==> src/rtl/fifo_pkg.sv <==
// Shared definitions for the synchronous FIFO family: pointer width helper
// and the packed status word exposed to peripheral register maps.
package fifo_pkg;

    // Pointers carry one extra wrap bit above the RAM address bits
    function automatic int ptr_width(input int depth);
        return $clog2(depth) + 1;
    endfunction

    typedef struct packed {
        logic full;
        logic almost_full;
        logic empty;
        logic almost_empty;
    } fifo_status_t;

endpackage

==> src/rtl/fifo_sync_ram.sv <==
// DEPTH x DATA_WIDTH storage for the synchronous FIFO: registered write,
// combinational read so the head entry is visible without a read cycle.
module fifo_sync_ram #(
    parameter int DATA_WIDTH = 8,
    parameter int DEPTH      = 16
) (
    input  logic                     clk,
    input  logic                     we,
    input  logic [$clog2(DEPTH)-1:0] waddr,
    input  logic [DATA_WIDTH-1:0]    wdata,
    input  logic [$clog2(DEPTH)-1:0] raddr,
    output logic [DATA_WIDTH-1:0]    rdata
);

    logic [DATA_WIDTH-1:0] mem [DEPTH];

    // Storage is deliberately not reset; only pointers define validity
    always_ff @(posedge clk) begin
        if (we) begin
            mem[waddr] <= wdata;
        end
    end

    assign rdata = mem[raddr];

endmodule

==> src/rtl/fifo_sync_param.sv <==
// Parametrised synchronous show-ahead FIFO with occupancy count, almost flags,
// flush, and optional sticky overflow/underflow flags (macro FIFO_ERR_EN).
module fifo_sync_param
    import fifo_pkg::*;
#(
    parameter int DATA_WIDTH    = 8,
    parameter int DEPTH         = 16,
    parameter int AFULL_THRESH  = DEPTH - 2,
    parameter int AEMPTY_THRESH = 1
) (
    input  logic                          clk,
    input  logic                          reset,
    input  logic                          clr,
    input  logic [DATA_WIDTH-1:0]         wdata,
    input  logic                          wr_en,
    output logic                          full,
    output logic                          almost_full,
    output logic [DATA_WIDTH-1:0]         rdata,
    input  logic                          rd_en,
    output logic                          empty,
    output logic                          almost_empty,
    output logic [ptr_width(DEPTH)-1:0]   count,
    output logic                          overflow,
    output logic                          underflow,
    input  logic                          err_clr
);

    localparam int PTR_W  = ptr_width(DEPTH);
    localparam int ADDR_W = PTR_W - 1;

    localparam logic [PTR_W-1:0] DEPTH_C  = PTR_W'(DEPTH);
    localparam logic [PTR_W-1:0] AFULL_C  = PTR_W'(AFULL_THRESH);
    localparam logic [PTR_W-1:0] AEMPTY_C = PTR_W'(AEMPTY_THRESH);

    logic [PTR_W-1:0] wr_ptr_q, wr_ptr_d;
    logic [PTR_W-1:0] rd_ptr_q, rd_ptr_d;
    logic             wr_ok, rd_ok;
    fifo_status_t     status;

    // Status comes from registered pointers only, never from wr_en/rd_en
    assign count               = wr_ptr_q - rd_ptr_q;
    assign status.full         = (count == DEPTH_C);
    assign status.almost_full  = (count >= AFULL_C);
    assign status.empty        = (count == '0);
    assign status.almost_empty = (count <= AEMPTY_C);

    assign full         = status.full;
    assign almost_full  = status.almost_full;
    assign empty        = status.empty;
    assign almost_empty = status.almost_empty;

    // A read on a full FIFO frees the slot the concurrent write lands in
    assign wr_ok = wr_en & (~status.full | rd_en);
    assign rd_ok = rd_en & ~status.empty;

    always_comb begin
        wr_ptr_d = wr_ptr_q;
        rd_ptr_d = rd_ptr_q;
        if (clr) begin
            wr_ptr_d = '0;
            rd_ptr_d = '0;
        end else begin
            if (wr_ok) wr_ptr_d = wr_ptr_q + 1'b1;
            if (rd_ok) rd_ptr_d = rd_ptr_q + 1'b1;
        end
    end

    always_ff @(posedge clk or negedge reset) begin
        if (!reset) begin
            wr_ptr_q <= '0;
            rd_ptr_q <= '0;
        end else begin
            wr_ptr_q <= wr_ptr_d;
            rd_ptr_q <= rd_ptr_d;
        end
    end

    fifo_sync_ram #(
        .DATA_WIDTH (DATA_WIDTH),
        .DEPTH      (DEPTH)
    ) u_ram (
        .clk   (clk),
        .we    (wr_ok & ~clr),
        .waddr (wr_ptr_q[ADDR_W-1:0]),
        .wdata (wdata),
        .raddr (rd_ptr_q[ADDR_W-1:0]),
        .rdata (rdata)
    );

`ifdef FIFO_ERR_EN
    logic overflow_q, overflow_d;
    logic underflow_q, underflow_d;

    // A new error outranks a coincident err_clr
    always_comb begin
        overflow_d  = overflow_q;
        underflow_d = underflow_q;
        if (err_clr) begin
            overflow_d  = 1'b0;
            underflow_d = 1'b0;
        end
        if (wr_en & status.full & ~rd_en) overflow_d  = 1'b1;
        if (rd_en & status.empty)         underflow_d = 1'b1;
    end

    always_ff @(posedge clk or negedge reset) begin
        if (!reset) begin
            overflow_q  <= 1'b0;
            underflow_q <= 1'b0;
        end else begin
            overflow_q  <= overflow_d;
            underflow_q <= underflow_d;
        end
    end

    assign overflow  = overflow_q;
    assign underflow = underflow_q;
`else
    logic unused_err_clr;

    assign unused_err_clr = err_clr;
    assign overflow       = 1'b0;
    assign underflow      = 1'b0;
`endif

endmodule
==> config.mk <==
export PLATFORM = sky130hd
export DESIGN_NAME = fifo_sync_param
export DESIGN_NICKNAME = d
export VERILOG_FILES = /design/src/rtl/fifo_pkg.sv /design/src/rtl/fifo_sync_ram.sv /design/src/rtl/fifo_sync_param.sv
export SDC_FILE = /design/constraint.sdc
export NUM_CORES = 1
export LEC_CHECK = 0
export BUFFER_PORTS_ARGS = -buffer_cell sky130_fd_sc_hd__clkbuf_2
export CAP_MARGIN = 20
export CORE_MARGIN = 2
export CORE_UTILIZATION = 59
export DETAILED_ROUTE_END_ITERATION = 12
export GPL_TIMING_DRIVEN = 0
export PLACE_DENSITY_LB_ADDON = 0.15
export SLEW_MARGIN = 25
export SYNTH_ARGS = -nofsm -noshare
export SYNTH_HDL_FRONTEND = slang
export SYNTH_SLANG_ARGS = --single-unit
==> constraint.sdc <==
create_clock -name clk -period 10.9 [get_ports clk]
set_clock_uncertainty 0.15 [all_clocks]
set_input_delay 0 -clock clk [delete_from_list [all_inputs] [get_ports clk]]
set_output_delay 0 -clock clk [all_outputs]
set_load 0.005 [all_outputs]
==> reports/qor.yml, run 1 <==
clocking:
  tritoncts_buffers: 17
  cts_sinks: 138
  cts_hold_repair.buffers: 15
  tritoncts: "yes"
  cts.htree.levels: 4
  insertion_delay_ps: 510
  cts_post_setup_buffers_inserted: 0
  clockRootBuffer: "sky130_fd_sc_hd__clkbuf_8"
  cts.path.max_buffers: 2
  cts_repair_resize_count: 0
  cts.clk_slew.worst_paths_ps: 60
setup_path:
  worst-endpoint-arrival_ps: 4610
  crit_fanout: 10
  worst-path-buf-inv: 6
  critPathSlowestCell: "sky130_fd_sc_hd__dlygate4sd3_1"
  crit_required_ps: 10960
  setup.worst_path.class: "flop to flop"
  maximum_cell_stage_delay_along_the_critical_path_ps: 600
  critical-path-top-cell-by-count: "sky130_fd_sc_hd__buf_2"
  critPathCaptureType: "flop"
  crit_path_cell_trace: "buf_2 -> buf_1 -> inv_2 -> ha_1 -> nand2b_1 -> a21oi_2 -> xor2_2 -> o31ai_4 -> dlygate4sd3_1 -> buf_6 -> nor4_2 -> buf_2"
  critical_path.top_delay_family: "buffers and inverters"
  crit_path_start_kind: "flop"
yosys:
  postSynthCellCount: 334
  synth_simple_gate_area_share_pct: 7.61
  synth_top_cells_by_area: "sky130_fd_sc_hd__edfxtp_1 (66%), sky130_fd_sc_hd__mux4_2 (12%), sky130_fd_sc_hd__dfrtp_1 (4.3%)"
  synth_top_cell_by_area: "sky130_fd_sc_hd__edfxtp_1"
  yosys_most_used_dff: "sky130_fd_sc_hd__edfxtp_1"
  synth_cell_types: 41
  ys_async_sr_fraction_pct: 7.25
  yosys_register_bits: 138
  synth_xor_xnor_area_share_pct: 1.32
  area_fraction_in_compound_gates_after_synthesis_pct: 2.85
  synth_enable_flop_cells: 128
  yosys-mux-area-fraction_pct: 13.0
  syn-cell-area_sq_um: 5800
  post_synth_fa_ha_maj_area_fraction_pct: 2.29
  synth.top_cell.area_share_pct: 66.2
  synth_area_per_cell_sq_um: 17.4
  synth_seq_area_share_pct: 70.6
  synth_top_family_by_area: "multiplexers"
  synth.yosys.warnings: 0
global_route:
  global_route_wire_length_before_repair_mm: 18.7
  grt_use_met2_pct: 42.6
  grt-busiest-layer: "met2"
  use_met3_pct: 5.76
  antenna_found_initial: 0
  grt_util_all_layers_pct: 25.5
  groute.layer.met1.usage_pct: 34.8
  grt_overflow: 0
  grt_pass1_vias: 3276
  largest_net_degree_at_the_start_of_global_routing: 17
placement:
  gp_routability_congestion: 0.777
  postPlaceCellArea_sq_um: 6180
  portBuffers: 29
  dp_hpwl_mm: 7.90
drt:
  vias: 3216
  ant_nets: 0
  routed_wire_per_std_cell_um: 22.3
  via_per_inst: 5.89
  drt_wl_total_mm: 12.2
  drt_iter0_drc: 340
  firstDrtPassIters: 4
  detail_route.drc_violations: 0
floorplan:
  floorplan.core_area_sq_um: 9640
  design.die.area_sq_um: 10600
  rows: 36
  initial_core_util_pct: 60.2
  die_x_um: 103
  die_height_um: 103
  floorplan.io_pins: 33
sta:
  tightest_slew_ps: 911
  pins_over_their_slew_limit: 0
  finalSetupTns_ps: 0
  grt_setup_unrepaired: "false"
  timing.final.crit_period_ps: 4550
  post-route-period-util_pct: 41.7
  achievable-frequency_mhz: 220
  hold_violations: 0
  setup_viol: 0
  worst_slew_margin_rel_pct: 38.9
finish:
  final.fill_count: 634
  finalInstanceArea_sq_um: 6850
  utilization_pct: 71.1
  insertedDiodeCount: 0
  nets: 425
  area_delta_synth_final_pct: 18.1
  drive_gt1_share_pct: 28.8
flow_run:
  maxCapViolCount: 0
power_and_ir_drop:
  total_power_density_per_cell_area_nw_per_um2: 213
  worst_ir_drop_vdd_v: 0.000116
  power_leakage_nw: 2.37
min_path:
  holdCritPathClass: "primary input to flop"
run_status:
  run_status: "finished, final reports clean"
==> logic make-up after synthesis <==
kind of cell | count (synthesis)
other | 1
xor gates and xnor gates | 7
muxes | 35
adders and majority gates | 10
buffers and inverters | 28
AOI/OAI and AO/OA | 25
and+or+nand+nor | 90
DFF | 138
==> worst reg2reg max path, stage by stage, from the launching register on <==
cell                            delay [ps]
sky130_fd_sc_hd__dfrtp_1               330
sky130_fd_sc_hd__buf_2                 230
sky130_fd_sc_hd__buf_1                 480
sky130_fd_sc_hd__inv_2                 250
sky130_fd_sc_hd__ha_1                  430
sky130_fd_sc_hd__nand2b_1               90
sky130_fd_sc_hd__a21oi_2               170
sky130_fd_sc_hd__xor2_2                330
sky130_fd_sc_hd__o31ai_4               100
sky130_fd_sc_hd__dlygate4sd3_1         600
sky130_fd_sc_hd__buf_6                 160
sky130_fd_sc_hd__nor4_2                600
sky130_fd_sc_hd__buf_2                 320
==> routing by layer <==
metal | part of all wire (%) | wire length [um]
met1 | 40 | 4820
met2 | 53 | 6430
met3 | 6.8 | 831
met4 | 0.92 | 112
met5 | 0 | 0
==> final timing paths <==
kind / start / to / slack (ps) / cells past startpoint
max in group asynchronous: reset / rd_ptr_q[1] / 9930 / 3
min: wdata[5] / u_ram.mem[13][5] / 330 / 2
max: rd_ptr_q[2] / u_ram.mem[2][6] / 6350 / 12
min in group asynchronous: reset / wr_ptr_q[1] / 350 / 3
max reg2reg: rd_ptr_q[2] / u_ram.mem[2][6] / 6350 / 12
min reg2reg: rd_ptr_q[3] / rd_ptr_q[3] / 420 / 2
==> cells in the mapped netlist, types with 5 or more instances <==
| library cell | count |
|---|---|
| sky130_fd_sc_hd__inv_1 | 8 |
| sky130_fd_sc_hd__a21oi_1 | 6 |
| sky130_fd_sc_hd__or3_1 | 5 |
| sky130_fd_sc_hd__and3_1 | 13 |
| sky130_fd_sc_hd__nor3_1 | 5 |
| sky130_fd_sc_hd__dfrtp_1 | 10 |
| sky130_fd_sc_hd__a31oi_1 | 8 |
| sky130_fd_sc_hd__ha_1 | 9 |
| sky130_fd_sc_hd__nand2_1 | 33 |
| sky130_fd_sc_hd__nand3_1 | 6 |
| sky130_fd_sc_hd__edfxtp_1 | 128 |
| sky130_fd_sc_hd__clkbuf_1 | 7 |
| sky130_fd_sc_hd__nor2_1 | 14 |
| sky130_fd_sc_hd__mux4_2 | 32 |
==> registers in the layout, indices dropped and copies added (netlist names) <==
signal / cells
u_ram.mem: 128
rd_ptr_q: 5
wr_ptr_q: 5
==> report_power, final <==
group          leakage (nW)  internal, mW  switching [mW]
Clock                 0.249         0.298           0.211
Sequential             1.29         0.590         0.00619
Combinational         0.829         0.157           0.193
Total                  2.37          1.05           0.410
==> cell type report <==
cell class / count / area [sq um] / share of cell area (%)
sequential: 138 / 4090 / 59.8
multi-input combinational: 169 / 1620 / 23.7
clock buffer: 18 / 418 / 6.10
timing repair buffer: 47 / 310 / 4.53
tap: 133 / 166 / 2.43
clock inverter: 13 / 105 / 1.53
buffer: 17 / 91.3 / 1.33
inverter: 11 / 41.3 / 0.603
==> cells in the final DEF, fill, tap and decap left out, types with 6 or more instances in the layout <==
| master | count |
|---|---|
| sky130_fd_sc_hd__edfxtp_1 | 128 |
| sky130_fd_sc_hd__nand2_1 | 33 |
| sky130_fd_sc_hd__mux4_2 | 32 |
| sky130_fd_sc_hd__clkbuf_2 | 29 |
| sky130_fd_sc_hd__clkbuf_16 | 16 |
| sky130_fd_sc_hd__dlygate4sd3_1 | 15 |
| sky130_fd_sc_hd__nor2_1 | 14 |
| sky130_fd_sc_hd__and3_1 | 13 |
| sky130_fd_sc_hd__dfrtp_1 | 10 |
| sky130_fd_sc_hd__ha_1 | 9 |
| sky130_fd_sc_hd__inv_1 | 8 |
| sky130_fd_sc_hd__clkbuf_1 | 8 |
| sky130_fd_sc_hd__a31oi_1 | 8 |
| sky130_fd_sc_hd__buf_2 | 7 |
| sky130_fd_sc_hd__a21oi_1 | 6 |
| sky130_fd_sc_hd__nand3_1 | 6 |
| sky130_fd_sc_hd__nor3_2 | 6 |
==> through the flow <==
step | power [mW] | instances | hold WS (ps) | setup WS (ps)
6_report | 1.46 | 546 | 331 | 6350
5_1_grt | 1.52 | 546 | 365 | 6140
4_1_cts | 1.46 | 546 | 315 | 6340
3_5_place_dp | 0.954 | 500 | -271 | 7010
3_3_place_gp | 0.947 | 497 | -273 | 6200
2_1_floorplan | 0.838 | 335 | -446 | 7460
(Power assumes the default switching activity.)
==> run 2, diff against run 1 <==
==> constraint.sdc (replaced) <==
create_clock -name clk -period 4.55 [get_ports clk]
set_clock_uncertainty 0.15 [all_clocks]
set_input_delay 0 -clock clk [delete_from_list [all_inputs] [get_ports clk]]
set_output_delay 0 -clock clk [all_outputs]
set_load 0.005 [all_outputs]
==> run 2 against run 1 <==
Net effect: sequential cell count stayed put; via count up 0.93%; sequential share of layout area decreased by 0.087 points; design area grew 0.15%; power increased by 140%; global-route usage is essentially flat; cell count rose by 0.18%; critical path type unchanged; largest power group unchanged.
==> reports/qor.yml, run 2 (synthesized netlist as in run 1, its figures left out) <==
global_route:
  grt_util_all_layers_pct: 25.6  # about the same
  use_met3_pct: 5.76  # unchanged
  grt_overflow: 0  # unchanged
  antenna_found_initial: 0  # unchanged
  groute.layer.met1.usage_pct: 34.5  # -0.29 points
  grt_use_met2_pct: 43.0  # +0.35 points
  global_route_wire_length_before_repair_mm: 18.8  # +0.18%
  grt-busiest-layer: "met2"
  largest_net_degree_at_the_start_of_global_routing: 17  # unchanged
  grt_pass1_vias: 3285  # +0.27%
finish:
  final_cells: 547  # +0.18%
  largestRegisters: "u_ram.mem (128), rd_ptr_q (5), wr_ptr_q (5)"
  utilization_pct: 71.2  # +0.10 points
  top_register: "u_ram.mem"
  nets: 426  # +0.24%
  insertedDiodeCount: 0  # unchanged
  drive_gt1_share_pct: 28.7  # -0.070 points
  area_delta_synth_final_pct: 18.2
  largest_reg_flops: 128  # unchanged
  layout_commonest_cell: "sky130_fd_sc_hd__edfxtp_1"
  mostFrequentLayoutCells: "sky130_fd_sc_hd__edfxtp_1 (128), sky130_fd_sc_hd__nand2_1 (33), sky130_fd_sc_hd__mux4_2 (32), sky130_fd_sc_hd__clkbuf_2 (29)"
setup_path:
  crit_fanout: 10  # unchanged
  setup.reg_to_reg.worst_slack_ps: 260  # -6100 ps
  worst-endpoint-arrival_ps: 4540  # -70 ps
  crit_start: "rd_ptr_q[2]"
  crit_path_cell_trace: "buf_2 -> buf_1 -> inv_2 -> ha_1 -> xor2_1 -> nand4b_1 -> mux2_4 -> o31ai_4 -> or3_1 -> dlygate4sd3_1 -> a21oi_1 -> dlygate4sd3_1"
  setup.worst_path.class: "flop to flop"
  reg2reg_from: "rd_ptr_q[2]"
  critPathCaptureType: "flop"
  critPathSlowestCell: "sky130_fd_sc_hd__dlygate4sd3_1"
  crit_path_start_kind: "flop"
  crit_required_ps: 4790  # -6170 ps
  critical-path-top-cell-by-count: "sky130_fd_sc_hd__dlygate4sd3_1"
  maximum_cell_stage_delay_along_the_critical_path_ps: 580  # -20 ps
  worst-path-buf-inv: 5  # -1
  critical_path.top_delay_family: "buffers and inverters"
drt:
  drt_wl_total_mm: 12.1  # -0.55%
  routed_wire_per_std_cell_um: 22.2  # -0.73%
  ant_nets: 0  # unchanged
  vias: 3246  # +0.93%
  detail_route.drc_violations: 0  # unchanged
  firstDrtPassIters: 4  # unchanged
  drt_iter0_drc: 367  # +7.9%
  via_per_inst: 5.93  # +0.75%
placement:
  dp_hpwl_mm: 7.90  # unchanged
  total_instance_count_after_detailed_placement: 500  # unchanged
  gp_routability_congestion: 0.777  # unchanged
  portBuffers: 29  # unchanged
clocking:
  tritoncts: "yes"
  cts.clk_slew.worst_paths_ps: 60  # about the same
  cts_post_setup_buffers_inserted: 0  # unchanged
  clockRootBuffer: "sky130_fd_sc_hd__clkbuf_8"
  cts_sinks: 138  # unchanged
  cts.htree.levels: 4  # unchanged
  insertion_delay_ps: 510  # about the same
  tritoncts_buffers: 17  # unchanged
  cts.path.max_buffers: 2  # unchanged
run_status:
  run_status: "finished, final reports clean"
min_path:
  hold_path_startpoint: "wdata[5]"
  holdCritPathClass: "primary input to flop"
sta:
  grt_setup_unrepaired: "false"
  hold_violations: 0  # unchanged
  achievable-frequency_mhz: 233  # +5.9%
  fin_hold_ws_ps: 338  # +7.07 ps
  setup_viol: 0  # unchanged
  post-route-period-util_pct: 94.3  # +53 points
  worst_slew_margin_rel_pct: 41.7  # +2.8 points
  tightest_slew_ps: 870  # -41.5 ps
  timing.final.crit_period_ps: 4290  # -255 ps
  pins_over_their_slew_limit: 0  # unchanged
power_and_ir_drop:
  total_power_density_per_cell_area_nw_per_um2: 508  # +140%
  report.power.total_mw: 3.48  # +140%
  worst_ir_drop_vdd_v: 0.000279  # +140%
  power_leakage_nw: 2.37  # +0.18%
floorplan:
  design.die.area_sq_um: 10600  # unchanged
  rows: 36  # unchanged
  initial_core_util_pct: 60.2  # unchanged
  floorplan.io_pins: 33  # unchanged
  die_height_um: 103  # unchanged
  floorplan.core_area_sq_um: 9640  # unchanged
  die_x_um: 103  # unchanged
flow_run:
  maxCapViolCount: 0  # unchanged
[run 2: cell count changes in the layout (fill, tap and decap cells not counted)]
cell                            before  now
sky130_fd_sc_hd__dlygate4sd3_1      15   16
[run 2: where the power goes]
part           switching (mW)  total, mW  internal (mW)
clock                   0.503       1.22          0.714
sequential             0.0148       1.43           1.41
combinational           0.463      0.839          0.376
total                   0.981       3.48           2.50
[run 2: stage by stage]
stage / area (sq um) / setup TNS (ps) / setup WS (ps)
floorplan: 5810 / 0 / 1110
global placement: 6120 / -2350 / -147
detailed placement: 6180 / 0 / 655
CTS: 6860 / 0 / 300
global route: 6860 / 0 / 45.0
finish: 6860 / 0 / 259
[run 2: worst paths after layout]
kind | cells past startpoint | to
min reg2reg | 2 | rd_ptr_q[3]
max in group asynchronous | 3 | rd_ptr_q[3]
min in group asynchronous | 3 | wr_ptr_q[1]
max reg2reg | 12 | wr_ptr_q[4]
max | 12 | wr_ptr_q[4]
min | 2 | u_ram.mem[14][5]
[run 2: area by class of cell]
| type | instances | area (sq um) |
|---|---|---|
| inverters | 11 | 41.3 |
| repair buffers | 48 | 320 |
| well taps | 133 | 166 |
| clock inverters | 13 | 105 |
| fillers | 636 | 2780 |
| flip-flops and latches | 138 | 4090 |
| plain buffers | 17 | 91.3 |
| clock buffers | 18 | 418 |
| multi-input cells | 169 | 1620 |
[run 2: repair_timing]
item | in CTS | in global routing
resized for setup | 0 | 0
hold buffers | 16 | 0
hold endpoints to repair | 197 | 0
[run 2: layer usage]
layer  share of wire [%]  up-vias  routed length (um)
li1                    -     1445                   -
met1                  40     1679                4840
met2                  53      114                6440
met3                 6.3        8                 768
met4                0.65        0                  79
met5                   0        -                   0
